--- config.mk ---
export PLATFORM = sky130hd
export DESIGN_NAME = adder_tree_term_packer
export DESIGN_NICKNAME = d
export VERILOG_FILES = /design/src/rtl/adder_tree_pkg.sv /design/src/rtl/adder_tree_term_packer.sv
export SDC_FILE = /design/constraint.sdc
export NUM_CORES = 1
export LEC_CHECK = 0
export CELL_PAD_IN_SITES_DETAIL_PLACEMENT = 0
export CELL_PAD_IN_SITES_GLOBAL_PLACEMENT = 1
export CORE_MARGIN = 1
export CORE_UTILIZATION = 36
export DETAILED_ROUTE_END_ITERATION = 7
export HOLD_SLACK_MARGIN = 0.05
export PLACE_DENSITY_LB_ADDON = 0.1
export SYNTH_ARGS = -nofsm -noshare
export SYNTH_HDL_FRONTEND = slang
export SYNTH_SLANG_ARGS = --single-unit
--- constraint.sdc ---
create_clock -name i_clk -period 3.3 [get_ports i_clk]
set_input_delay 0.495 -clock i_clk [delete_from_list [all_inputs] [get_ports i_clk]]
set_output_delay 0.495 -clock i_clk [all_outputs]
set_load 0.02 [all_outputs]
--- src/rtl/adder_tree_pkg.sv ---
// Shared types for the adder-tree term packer: the FILL/OUT state encoding.
package adder_tree_pkg;

   typedef enum logic {
      FILL = 1'b0,
      OUT  = 1'b1
   } pack_state_t;

endpackage

--- src/rtl/adder_tree_term_packer.sv ---
// Packs a stream of terms into fixed-width vectors for a downstream adder tree.
// Unused slots always read zero, so the vector can be summed without masking.
module adder_tree_term_packer
   import adder_tree_pkg::*;
#(
   parameter int NUM_ELEMENTS = 4,
   parameter int BIT_LEN      = 16
) (
   input  logic                                  i_clk,
   input  logic                                  i_rst,
   input  logic                                  i_val,
   input  logic [BIT_LEN-1:0]                    i_dat,
   input  logic                                  i_eop,
   output logic                                  o_rdy,
   output logic [NUM_ELEMENTS-1:0][BIT_LEN-1:0]  o_terms,
   output logic [$clog2(NUM_ELEMENTS+1)-1:0]     o_cnt,
   output logic                                  o_eop,
   output logic                                  o_val,
   input  logic                                  i_rdy
);

   localparam int IDX_W = $clog2(NUM_ELEMENTS);
   localparam int CNT_W = $clog2(NUM_ELEMENTS+1);
   localparam logic [IDX_W-1:0] LAST_IDX = IDX_W'(NUM_ELEMENTS-1);

   pack_state_t                          state;
   logic [IDX_W-1:0]                     idx;
   logic [NUM_ELEMENTS-1:0][BIT_LEN-1:0] terms;
   logic [CNT_W-1:0]                     cnt;
   logic                                 eop;

   // Handshake: a term moves when i_val && o_rdy at a rising edge; a vector
   // moves when o_val && i_rdy. o_rdy and o_val are mutually exclusive, which
   // gives the one-cycle bubble between consecutive vectors.
   always_ff @(posedge i_clk) begin
      if (i_rst) begin
         state <= FILL;
         idx   <= '0;
         terms <= '0;
         cnt   <= '0;
         eop   <= 1'b0;
      end else begin
         case (state)
            FILL: begin
               if (i_val) begin
                  terms[idx] <= i_dat;
                  idx        <= idx + IDX_W'(1);
                  if ((idx == LAST_IDX) || i_eop) begin
                     state <= OUT;
                     cnt   <= CNT_W'(idx) + CNT_W'(1);
                     eop   <= i_eop;
                  end
               end
            end
            OUT: begin
               // Clearing on handoff keeps stale terms out of a short next vector.
               if (i_rdy) begin
                  state <= FILL;
                  idx   <= '0;
                  terms <= '0;
                  cnt   <= '0;
                  eop   <= 1'b0;
               end
            end
            default: state <= FILL;
         endcase
      end
   end

   assign o_rdy   = (state == FILL);
   assign o_val   = (state == OUT);
   assign o_terms = terms;
   assign o_cnt   = cnt;
   assign o_eop   = eop;

endmodule
* Yosys cells after proc, flatten, opt, wreduce, memory -nomap -nowiden
Cells that the tools add are included.
** Cells by class
- Magnitude comparators :: 2
- Muxes and demuxes :: 21
- Bitwise gates (word level) :: 1
- Equality and inequality tests :: 4
- Add/subtract/negate cells :: 2
- Reductions and logical operators :: 4
** Operator list (count)
- 2-to-1 mux 64 bit :: 2
- case mux 64 bit (2 select lines) :: 1
- bitwise mux 64 bit :: 1
- demux 16 bit (select 2 bit) :: 1
- 2-to-1 mux 16 bit :: 1
- 2-to-1 mux 3 bit :: 3
- 2-to-1 mux 1 bit :: 6
- case mux 3 bit (2 select lines) :: 1
- 2-to-1 mux 2 bit :: 2
- != test 2 bit (second input constant) :: 2
- case mux 1 bit (2 select lines) :: 2
- case mux 2 bit (2 select lines) :: 1
- adder 2 x 1 -> 3 bit (second input constant) :: 1
- less-than comparator 2 x 3 -> 1 bit (second input constant) :: 1
- AND reduction 3 bit :: 1
- adder 2 x 1 -> 2 bit (second input constant) :: 1
- == test 2 bit (second input constant) :: 1
- >= comparator 2 x 1 -> 1 bit (second input constant) :: 1
- != test 2 x 1 -> 1 bit (second input constant) :: 1
- AND reduction 2 bit :: 1
- logical AND 1 bit :: 1
- logical OR 1 bit :: 1
- NOT 1 bit :: 1
** Word-level totals
- Register bits :: 71
- Output and inout port bits :: 70

* Longest topological paths before layout
Gate-level depths: netlist of run 1.
- Word-level depth :: 7
- Gate-level depth with buffers :: 6
- Mapped depth without buffers :: 5

* Worst setup path before layout of run 1
No wires, ideal clock.
- Kind :: input to register
- Start point :: input i_val
- End point :: register terms (netlist bit o_terms[54])
- Cell stages on the path :: 6
- Library setup time :: 0.117 ns
- Buffers on the path :: 3
- Setup slack :: 1.769 ns
- Required time :: 3.183 ns
- Arrival :: 1.414 ns
- Cell sequence :: nor2b_1 -> buf_6 -> and3_1 -> buf_6 -> buf_6 -> a22o_1
** Between the ends
- Cells in the longest elaborated chain, start to end :: 2
** Ends and longest elaborated chain
- start: declaration :: line adder_tree_term_packer.sv:11 : input logic i_val,
- != test 2 bit (no line)
- AND reduction 2 bit (no line)
- end signal: indexed assignment :: line adder_tree_term_packer.sv:46 : terms[idx] <= i_dat;
- end: declaration :: line adder_tree_term_packer.sv:28 : logic [NUM_ELEMENTS-1:0][BIT_LEN-1:0] terms;
Every way passes these cells.
A chain may end at the register's enable or synchronous reset.

==> results summary, run 1 <==
In the global route stage, met1 resource usage came out at 0.229. From synthesis to final layout, the design area changed by 43.1%. The mapped cell area came out at 0.00244 mm².

The final period utilization came out at 0.656. The type of destination of the critical path is a register. Input and output buffers added on the ports amount to 90. The worst clock skew is 0.00514 ns. The sort of element at the start of the critical path is an input pin.

Entering global routing, the biggest net connects 18 pins. The detail route stage leaves a number of antenna-violating nets equal to 0. The sequential cell area fraction in the yosys report is 0.583. The routed length per instance is 17.8 µm. The average instance in the mapped netlist occupies 13.1 µm².

In this run the most used layer during global routing was met2. Post-CTS timing repair inserted 0 buffers for setup. Setup violations remaining at the end of the flow were counted as 0. The final routed wirelength across all metal layers is 6350 µm. In this run the vertical extent of the chip is 84.3 µm. The library cell used most frequently in the layout, excluding fill and tap cells, is sky130_fd_sc_hd__clkdlybuf4s50_1. The class of the worst hold path is reg2reg. The die area came out at 0.00711 mm². In the layout the commonest cells are 90 x sky130_fd_sc_hd__clkdlybuf4s50_1, 71 x sky130_fd_sc_hd__dfxtp_1, 64 x sky130_fd_sc_hd__a22o_1. On the worst path, the slowest cell contributes a delay of 0.86 ns. The minimum period implied by the final worst setup slack came out at 2.16 ns. The via count of the first global-routing pass is 1,878.

By area, the combinational part of the netlist is dominated by compound AO/OA/AOI/OAI gates. In this run, post-CTS hold repair placed 0 buffers. The number of flip-flops and latches in the synthesized netlist is 71. TritonCTS built the clock tree. The total power density per cell area came out at 527 mW/mm².

Once detailed placement completed, the half-perimeter wirelength came to 4160 µm. The signal on the critical path passes through clkdlybuf4s50_1 > inv_1 > and3_1 > a22o_1. The I/O pin count came out at 91. The worst-case clock buffer depth came out at 2.

The clock latency on the worst-skew pair came out at 0.34 ns. The net count of the finished layout is 299. The number of violations reported at the end of detailed-routing iteration 0 came out at 95. The post-detailed-route DRC marker count came out at 6. The arrival time reported for the critical path endpoint is 2.39 ns. Of all nets on the critical path, the largest fanout is 17. The die boundary width is 84.3 µm. The clock slew seen by the registers of the worst setup and hold paths is 0.07 ns. The max-capacitance violation count is 0. The hold violation count in the final report is 0.

The cell area after placement is 0.00329 mm². The share of synthesized area in the top cell type comes to 0.583. The headroom to the max-slew limit came out at 0.444. The number of antenna violations at the first check in global routing came out at 0. The weighted congestion at the end of routability-driven global placement came out at 0.765. The number of nets handed over by synthesis was 211. The row count came out at 29. The final standard cell area without fillers came out at 0.00349 mm². By startpoint and endpoint, the worst setup path is classified as in2reg. Setup repair after global routing left no endpoint under its margin.

The flow ran to the end, but the final reports show violations. The multiplexer share of the synthesized area came out at 0. For this configuration, the core starts out at a cell density of 0.378.

The total negative setup slack is 0 ns. The number of antenna cells inserted is 0. Of all cell types, the one taking the most synthesized area is sky130_fd_sc_hd__dfxtp_1. In the final layout, the share of cells above drive strength 1 is 0.0789.

The met2 capacity usage during global routing came out at 0.300. The clock root buffer master is sky130_fd_sc_hd__clkbuf_8. The share of synthesized cell area in and, or, nand and nor gates came out at 0.0349. The global-route usage over all layers is 0.185.

The arithmetic-cell share of the synthesized area counting full adders, half adders and majority gates is 0.0205. The first-pass GRT wire length came out at 10,100 µm. The H-tree was split into 3 levels. The total number of clock tree sinks is 71. The total number of vias came out at 1,868. The total grt overflow is 0.

The number of warnings printed during yosys synthesis came out at 0. The number of buffers created by CTS is 9. The fraction of the mapped netlist area in compound gates is 0.293.

Synthesis produced a netlist whose cell count is 186. The achievable frequency is 0.462 GHz. The area share of xor/xnor cells in the synthesized design is 0. The post-cts sizing count is 0.

The maximum VDD drop is 0.338 mV. In the post-synthesis netlist, the biggest area contributors are sky130_fd_sc_hd__dfxtp_1 58%, sky130_fd_sc_hd__a22o_1 23%, sky130_fd_sc_hd__buf_6 6.0%. The data required time of the worst path came out at 3.53 ns. The critical-path cell with the highest stage delay is sky130_fd_sc_hd__clkdlybuf4s50_1. The final reports fail on design-rule violations. The area inside the core boundary is 0.00646 mm². The leakage dissipation came out at 1.33 nW. The max-slew violation total from the final report is 0.

At the pin with the least slew margin, the transition time is 0.831 ns. The detailed-route vias per instance is 5.25. The number of different library cells in the post-synthesis netlist is 23. The number of iterations in the first detailed-routing pass is 7. The met3 routing resource usage after global routing is 0.0669.
-- cell families (layout without fill, tap and decap cells) --
kind of cell,Yosys count,in the layout
AOI/OAI and AO/OA,78,78
DFF,71,71
buffers and inverters,18,111
and+or+nand+nor,15,15
adders and majority gates,4,4
-- critical path: cells and delay by family --
kind,cells,cell delay [ns]
buffers and inverters,2,1.08
AOI/OAI and AO/OA,1,0.34
and+or+nand+nor,1,0.47
-- flip-flops by register name, summed over array words and instances (netlist names) --
name,cells
idx,2
o_val,1
o_eop,1
o_cnt,3
o_terms,64
-- cells in the mapped netlist (all sizes together) --
cell     n
and2     1
a211oi   4
a32o     1
a41o     2
inv      4
nor3     1
or2b     1
ha       4
buf     14
nand2    1
o21ai    2
o32ai    1
a31o     1
dfxtp   71
a22o    64
and3     4
a21oi    2
o21a     1
nor4     1
nor2     3
nor2b    1
nand2b   2
-- metrics by stage --
stage               total power, mW  hold WS, ns  utilization  std cells  worst slack, ns
detailed placement             1.17        0.454        0.510        340            0.784
global placement               1.17        0.456        0.510        340            0.823
floorplan                      1.06        0.474            -        186             1.77
global route                   1.92        0.486        0.540        356            0.988
CTS                            1.86        0.478        0.540        356             1.15
finish                         1.84        0.473        0.540        356             1.14
-- area by class of cell --
class,count,area (µm²)
Timing Repair Buffer,91,908
Multi-Input combinational cell,97,851
Sequential cell,71,1420
Clock buffer,10,128
Fill cell,582,2970
Inverter,4,15.0
Tap cell,77,96.3
Clock inverter,6,70.1
-- worst paths after layout --
kind	cells past startpoint	from	endpoint	slack, ns
max	4	i_rst	o_terms[53]$_SDFFE_PP0P_	1.14
min	1	o_terms[9]$_SDFFE_PP0P_	o_terms[9]$_SDFFE_PP0P_	0.47
max reg2reg	4	idx[0]$_SDFFE_PP0P_	o_terms[3]$_SDFFE_PP0P_	1.52
min reg2reg	1	o_terms[9]$_SDFFE_PP0P_	o_terms[9]$_SDFFE_PP0P_	0.47
-- power by group --
part           total [mW]  leakage (nW)  switching, mW  internal (mW)
Sequential          0.909         0.576         0.0198          0.890
Clock               0.692        0.0891          0.339          0.353
Combinational       0.237         0.669          0.126          0.111
Total                1.84          1.33          0.485           1.35
-- routing by layer --
metal | vias to the layer above | share of wire | routed length [µm]
li1 | 891 | - | -
met1 | 909 | 0.46 | 2950
met2 | 60 | 0.46 | 2930
met3 | 8 | 0.059 | 374
met4 | 0 | 0.015 | 95
met5 | - | 0 | 0
Note: power is estimated with default switching activity, not from simulation.
==> run 2, diff against run 1 <==
CORE_UTILIZATION = 34   (was 36)
clock period = 2.01 ns   (was 3.3 ns; I/O delays follow)
==> results summary, run 2 (synthesized netlist as in run 1, its figures left out) <==
The sum of buffers and inverters on the critical path came out at 1 (-1). The cell family contributing the most delay on the critical path is simple AND/OR/NAND/NOR gates. The final period utilization came out at 0.881.

The max-slew violation total from the final report was 0 (unchanged). The clock latency on the worst-skew pair came to 0.35 ns (about the same). The global-route usage over all layers is 0.178 (-0.00733). The number of antenna-violating nets in the routed design came out at 0 (unchanged). The placed cell count is 369 (+8.5%). The measured slew at the worst slew-check pin is 0.728 ns (-0.103 ns). The die boundary width came out at 86.7 µm (+2.8%).

The weighted congestion at the end of routability-driven global placement came to 0.705 (-7.8%). The worst reg2reg path depth came to 3 (-1). The max-capacitance violation count came to 0 (unchanged).

The total number of vias came out at 1,902 (+1.8%). The minimum period implied by the final worst setup slack came out at 1.77 ns. The area used by multi-input combinational logic is 851 µm² (unchanged). The number of antenna cells inserted is 0 (unchanged). The worst-case clock buffer depth is 2 (unchanged). The detailed-route vias per instance came out at 4.94 (-5.8%).

The delay contributed by the slowest stage of the critical path came out at 0.68 ns (-0.18 ns). The count of port buffers added during placement came out at 90 (unchanged). The cell area after placement came out at 0.00342 mm² (+3.8%). The library cell used most frequently in the layout, excluding fill and tap cells, is sky130_fd_sc_hd__clkdlybuf4s50_1. The setup slack on the worst flop-to-flop path came to 0.33 ns (-1.19 ns). The total setup buffers inserted after CTS is 0 (unchanged).

The count of cell instances traversed by the critical path came out at 4 (unchanged). The total grt overflow is 0 (unchanged). The maximum number of pins on one net before global-route repair came out at 17 (-1).

The deepest level of the CTS H-tree is 3 (unchanged). The maximum VDD drop is 0.378 mV (+12%). The post-cts sizing count was 0 (unchanged). The critical path ends at o_terms[20]$_SDFFE_PP0P_. The post-detailed-route DRC marker count is 0 (-6). The total number of clock tree sinks is 71 (unchanged). The fraction of layout instances using a drive strength above 1 is 0.111 (+0.0319). The hold buffer count at CTS is 0 (unchanged). The library cells used most frequently in the layout, excluding fill and tap cells, are 90 x sky130_fd_sc_hd__clkdlybuf4s50_1, 71 x sky130_fd_sc_hd__dfxtp_1, 64 x sky130_fd_sc_hd__a22o_1. The endpoint of the most critical register-to-register path is o_terms[20]$_SDFFE_PP0P_. The cell sitting at the root of the clock tree is a sky130_fd_sc_hd__clkbuf_8. The first-pass GRT wire length came out at 9780 µm (-3.1%). The I/O pin count is 91 (unchanged).

The largest fanout on the critical path came out at 16 (-1). The critical-path cell with the highest stage delay is sky130_fd_sc_hd__and3_1. The hold violation count in the final report is 0 (unchanged).

The area overhead of the layout relative to synthesis came out at 47.8%. The number of iterations in the first detailed-routing pass is 4 (-3). The die area was 0.00752 mm² (+5.7%). The headroom to the max-slew limit came out at 0.515 (+0.0706).

The number of antenna violations at the first check in global routing came to 0 (unchanged). The run finished with clean final reports. The clock slew seen by the registers of the worst setup and hold paths came out at 0.07 ns (about the same). The number of violations reported at the end of detailed-routing iteration 0 came out at 73 (-23%).

The via count of the first global-routing pass came out at 1,792 (-4.6%). The number of flip-flops in the largest register is 64 (unchanged). The arrival time reported for the critical path endpoint came out at 2.06 ns (-0.33 ns). The number of setup violations in the final report is 0 (unchanged). Walking the worst path, the cells encountered are clkdlybuf4s50_1 > nor2b_1 > and3_1 > a22o_1. The final cell count without fillers is 385 (+8.1%). Setup repair after global routing left no endpoint under its margin.

The number of fillers in the final layout came out at 611 (+5.0%). The worst clock skew came to 0.00818 ns (+0.00304 ns). The final HPWL from detailed placement came out at 4440 µm (+6.5%). The routed length per instance came out at 16.8 µm (-5.8%). The number of buffers created by CTS came out at 9 (unchanged).

The net count of the finished layout came out at 309 (+3.3%). The final routed wirelength across all metal layers came out at 6470 µm (+1.9%). The leakage dissipation was 1.40 nW (+4.8%). The achievable frequency is 0.565 GHz. The class of the worst hold path is reg2reg. The total power density per cell area came out at 835 mW/mm² (+58%). The sort of element at the start of the critical path is an input pin.

The row count is 30 (+3.4%). The critical path starts at i_val. The final standard cell area without fillers came out at 0.00360 mm² (+3.3%). The die height came out at 86.7 µm (+2.8%).

TritonCTS built the clock tree. The area inside the core boundary is 0.00687 mm² (+6.4%). The starting density of the core was 0.355 (-0.0226). The startpoint of the lowest-slack register-to-register path is o_val$_SDFF_PP0_. The data required time of the worst path is 2.30 ns (-1.23 ns). The worst setup path is captured at a register. The critical path is of the in2reg type. The sequential standard cell area is 0.00142 mm² (unchanged).
-- run 2: worst reg2reg max path: cells and delay by family, from the launching register on --
family,cells,cell delay [ns]
compound gates,1,0.27
flops,1,0.37
simple gates,2,0.99
-- run 2: area by class of cell --
type / instances / share of cell area
clock buffers: 10 / 0.0354
clock inverters: 6 / 0.0170
inverters: 4 / 0.00417
multi-input cells: 97 / 0.236
flip-flops and latches: 71 / 0.394
well taps: 96 / 0.0333
repair buffers: 101 / 0.280
-- run 2: per-layer routing --
layer,share of wire,wire length [µm],GRT usage
met4,0.016,102,0.0773
met3,0.050,326,0.0410
met2,0.46,2950,0.274
met1,0.48,3090,0.238
met5,0,0,0
-- run 2: per-stage QoR --
stage / utilization / power, mW / setup WS, ns / hold WS, ns / TNS, ns
6_report: 0.525 / 3.01 / 0.240 / 0.476 / 0
5_1_grt: 0.525 / 3.12 / 0.109 / 0.484 / 0
4_1_cts: 0.525 / 3.04 / 0.254 / 0.478 / 0
3_5_place_dp: 0.497 / 1.95 / -0.0820 / 0.457 / -1.47
3_3_place_gp: 0.497 / 1.95 / -0.0312 / 0.455 / -0.363
2_1_floorplan: - / 1.74 / 0.503 / 0.424 / 0
-- run 2: worst min path at each step --
stage	endpoint	slack [ns]	from	cells past startpoint
final	o_terms[9]$_SDFFE_PP0P_	0.48	o_terms[9]$_SDFFE_PP0P_	1
after global routing	o_terms[52]$_SDFFE_PP0P_	0.48	o_terms[52]$_SDFFE_PP0P_	1
after CTS	o_terms[1]$_SDFFE_PP0P_	0.48	o_terms[1]$_SDFFE_PP0P_	1
after detailed placement	o_terms[41]$_SDFFE_PP0P_	0.46	o_terms[41]$_SDFFE_PP0P_	1
after global placement	o_terms[10]$_SDFFE_PP0P_	0.46	o_terms[10]$_SDFFE_PP0P_	1
after floorplan	o_eop$_SDFFE_PP0P_	0.42	i_eop	1
-- run 2: power breakdown --
group | leakage [nW] | switching, mW | internal [mW] | total (mW)
clock network | 0.0960 | 0.528 | 0.569 | 1.10
logic | 0.727 | 0.213 | 0.206 | 0.419
registers | 0.576 | 0.0339 | 1.46 | 1.49
total | 1.40 | 0.775 | 2.24 | 3.01
==> run 3, diff against run 2 <==
SETUP_SLACK_MARGIN = 0.5   (was not set)
==> results summary, run 3 (synthesized netlist as in run 1, its figures left out) <==
The headroom to the max-slew limit came out at 0.746 (+0.231). The minimum period implied by the final worst setup slack is 1.43 ns (-0.343 ns). The sum of buffers and inverters on the critical path is 3 (+2). The total number of clock tree sinks is 71 (unchanged). The die boundary width came out at 86.7 µm (unchanged). The fraction of layout instances using a drive strength above 1 came out at 0.128 (+0.0173).

The pre-CTS setup slack is -0.0820 ns (unchanged). The count of port buffers added during placement came to 90 (unchanged). STA classifies the critical path endpoint as a register. The critical path is of the in2reg type.

The total setup buffers inserted after CTS is 0 (unchanged). The sequential standard cell area came out at 0.00142 mm² (+0.18%). Leaving out fill and tap cells, the most frequent cell in the layout is sky130_fd_sc_hd__dlygate4sd2_1.

The total power density per cell area came out at 843 mW/mm² (+0.87%). The total number of vias is 1,899 (-0.16%). The setup slack of the critical path after layout was 0.583 ns (+0.343 ns). The clock root buffer master is sky130_fd_sc_hd__clkbuf_8. The die height is 86.7 µm (unchanged). The hold buffer count at CTS is 0 (unchanged). The leakage dissipation was 1.72 nW (+23%). The final routed wirelength across all metal layers came out at 6520 µm (+0.88%). The worst clock skew came out at 0.00954 ns (+0.00135 ns). The number of setup violations in the final report is 0 (unchanged).

The max-slew violation total from the final report is 0 (unchanged). The hold violation count in the final report came to 0 (unchanged). The global-route usage over all layers came out at 0.178 (+0.000407). The area inside the core boundary is 0.00687 mm² (unchanged). The worst-case clock buffer depth is 2 (unchanged).

The row count is 30 (unchanged). The number of antenna violations at the first check in global routing is 0 (unchanged). The number of fillers in the final layout came out at 646 (+5.7%).

The number of antenna-violating nets in the routed design came out at 0 (unchanged). The number of violations reported at the end of detailed-routing iteration 0 came out at 66 (-9.6%). The core utilization of the finished layout is 0.514 (-0.0104). The achievable frequency came to 0.701 GHz (+24%).

The detailed-route vias per instance is 4.93 (-0.16%). The clock slew seen by the registers of the worst setup and hold paths came out at 0.07 ns (about the same). The via count of the first global-routing pass is 1,794 (+0.11%). The setup slack on the worst flop-to-flop path is 0.61 ns (+0.28 ns). The max-capacitance violation count came to 0 (unchanged). The maximum VDD drop came out at 0.379 mV (+0.29%).

The clock latency on the worst-skew pair came to 0.35 ns (about the same). Setup repair after global routing could not meet its margin everywhere. Walking the worst path, the cells encountered are clkdlybuf4s50_1 > nor2b_4 > buf_6 > and3_1 > buf_12 > a22o_1. The largest fanout on the critical path is 16 (unchanged). The area overhead of the layout relative to synthesis is 44.9%. In this design, the largest share of critical-path delay is due to buffers and inverters. The routed length per instance was 16.9 µm (+0.88%). The critical-path cell with the highest stage delay is sky130_fd_sc_hd__clkdlybuf4s50_1. The weighted congestion at the end of routability-driven global placement is 0.705 (unchanged).

The final HPWL from detailed placement came out at 4440 µm (unchanged). The die area is 0.00752 mm² (unchanged). The first-pass GRT wire length is 9790 µm (about the same). The sort of element at the start of the critical path is an input pin. The tightest min-delay check is of the reg2reg type.

The number of buffers created by CTS came out at 9 (unchanged). The number of flip-flops in the largest register is 64 (unchanged). The number of antenna cells inserted is 0 (unchanged). The measured slew at the worst slew-check pin was 0.381 ns (-0.347 ns). The total design power came out at 2.98 mW (-1.1%). The net count of the finished layout came to 309 (unchanged).

The starting density of the core is 0.355 (unchanged). The post-detailed-route DRC marker count was 0 (unchanged). The area used by multi-input combinational logic came out at 861 µm² (+1.2%). The arrival time reported for the critical path endpoint is 1.72 ns (-0.34 ns). The run finished with clean final reports. TritonCTS built the clock tree. The delay contributed by the slowest stage of the critical path is 0.50 ns (-0.18 ns). The data required time of the worst path is 2.30 ns (about the same).

The maximum number of pins on one net before global-route repair was 17 (unchanged). The library cells used most frequently in the layout, excluding fill and tap cells, are 70 x sky130_fd_sc_hd__dlygate4sd2_1, 69 x sky130_fd_sc_hd__dfxtp_1, 64 x sky130_fd_sc_hd__a22o_1. The I/O pin count is 91 (unchanged). The number of iterations in the first detailed-routing pass came out at 4 (unchanged). The total grt overflow came to 0 (unchanged). The final period utilization came out at 0.710 (-0.171). The deepest level of the CTS H-tree is 3 (unchanged).
-- run 3: layer usage --
metal  track usage  up-vias  wire, µm
li1              -      912         -
met1         0.237      915      3190
met2         0.278       61      2960
met3        0.0390       11       269
met4        0.0773        0       106
met5             0        -         0
-- run 3: worst paths after layout --
check                          start                       end  cells after the start
min reg2reg  o_terms[1]$_SDFFE_PP0P_   o_terms[1]$_SDFFE_PP0P_                      1
max                            i_val   o_terms[8]$_SDFFE_PP0P_                      6
max reg2reg      idx[1]$_SDFFE_PP0P_  o_terms[20]$_SDFFE_PP0P_                      4
min          o_terms[1]$_SDFFE_PP0P_   o_terms[1]$_SDFFE_PP0P_                      1
-- run 3: final cells by class --
cell class                 instances  share of cell area
multi-input combinational         97               0.244
timing repair buffer             101               0.262
clock inverter                     6              0.0174
sequential                        71               0.403
tap                               96              0.0340
inverter                           4             0.00425
clock buffer                      10              0.0361
-- run 3: timing repair --
item / in CTS / in global routing
pin swaps: 0 / 0
endpoints found under the setup margin: 134 / 68
gates resized for setup: 74 / 4
-- run 3: where the power goes --
part           total (mW)  internal (mW)  switching, mW
clock                1.10          0.569          0.528
sequential           1.49           1.46         0.0325
combinational       0.386          0.173          0.213
total                2.98           2.20          0.774
-- run 3: stage by stage --
| stage | hold WS [ns] | TNS [ns] | instance area, µm² | instances |
|---|---|---|---|---|
| floorplan | 0.424 | 0 | 2440 | 186 |
| global placement | 0.455 | -0.363 | 3420 | 369 |
| detailed placement | 0.457 | -1.47 | 3420 | 369 |
| CTS | 0.473 | 0 | 3520 | 385 |
| global route | 0.478 | 0 | 3530 | 385 |
| finish | 0.471 | 0 | 3530 | 385 |
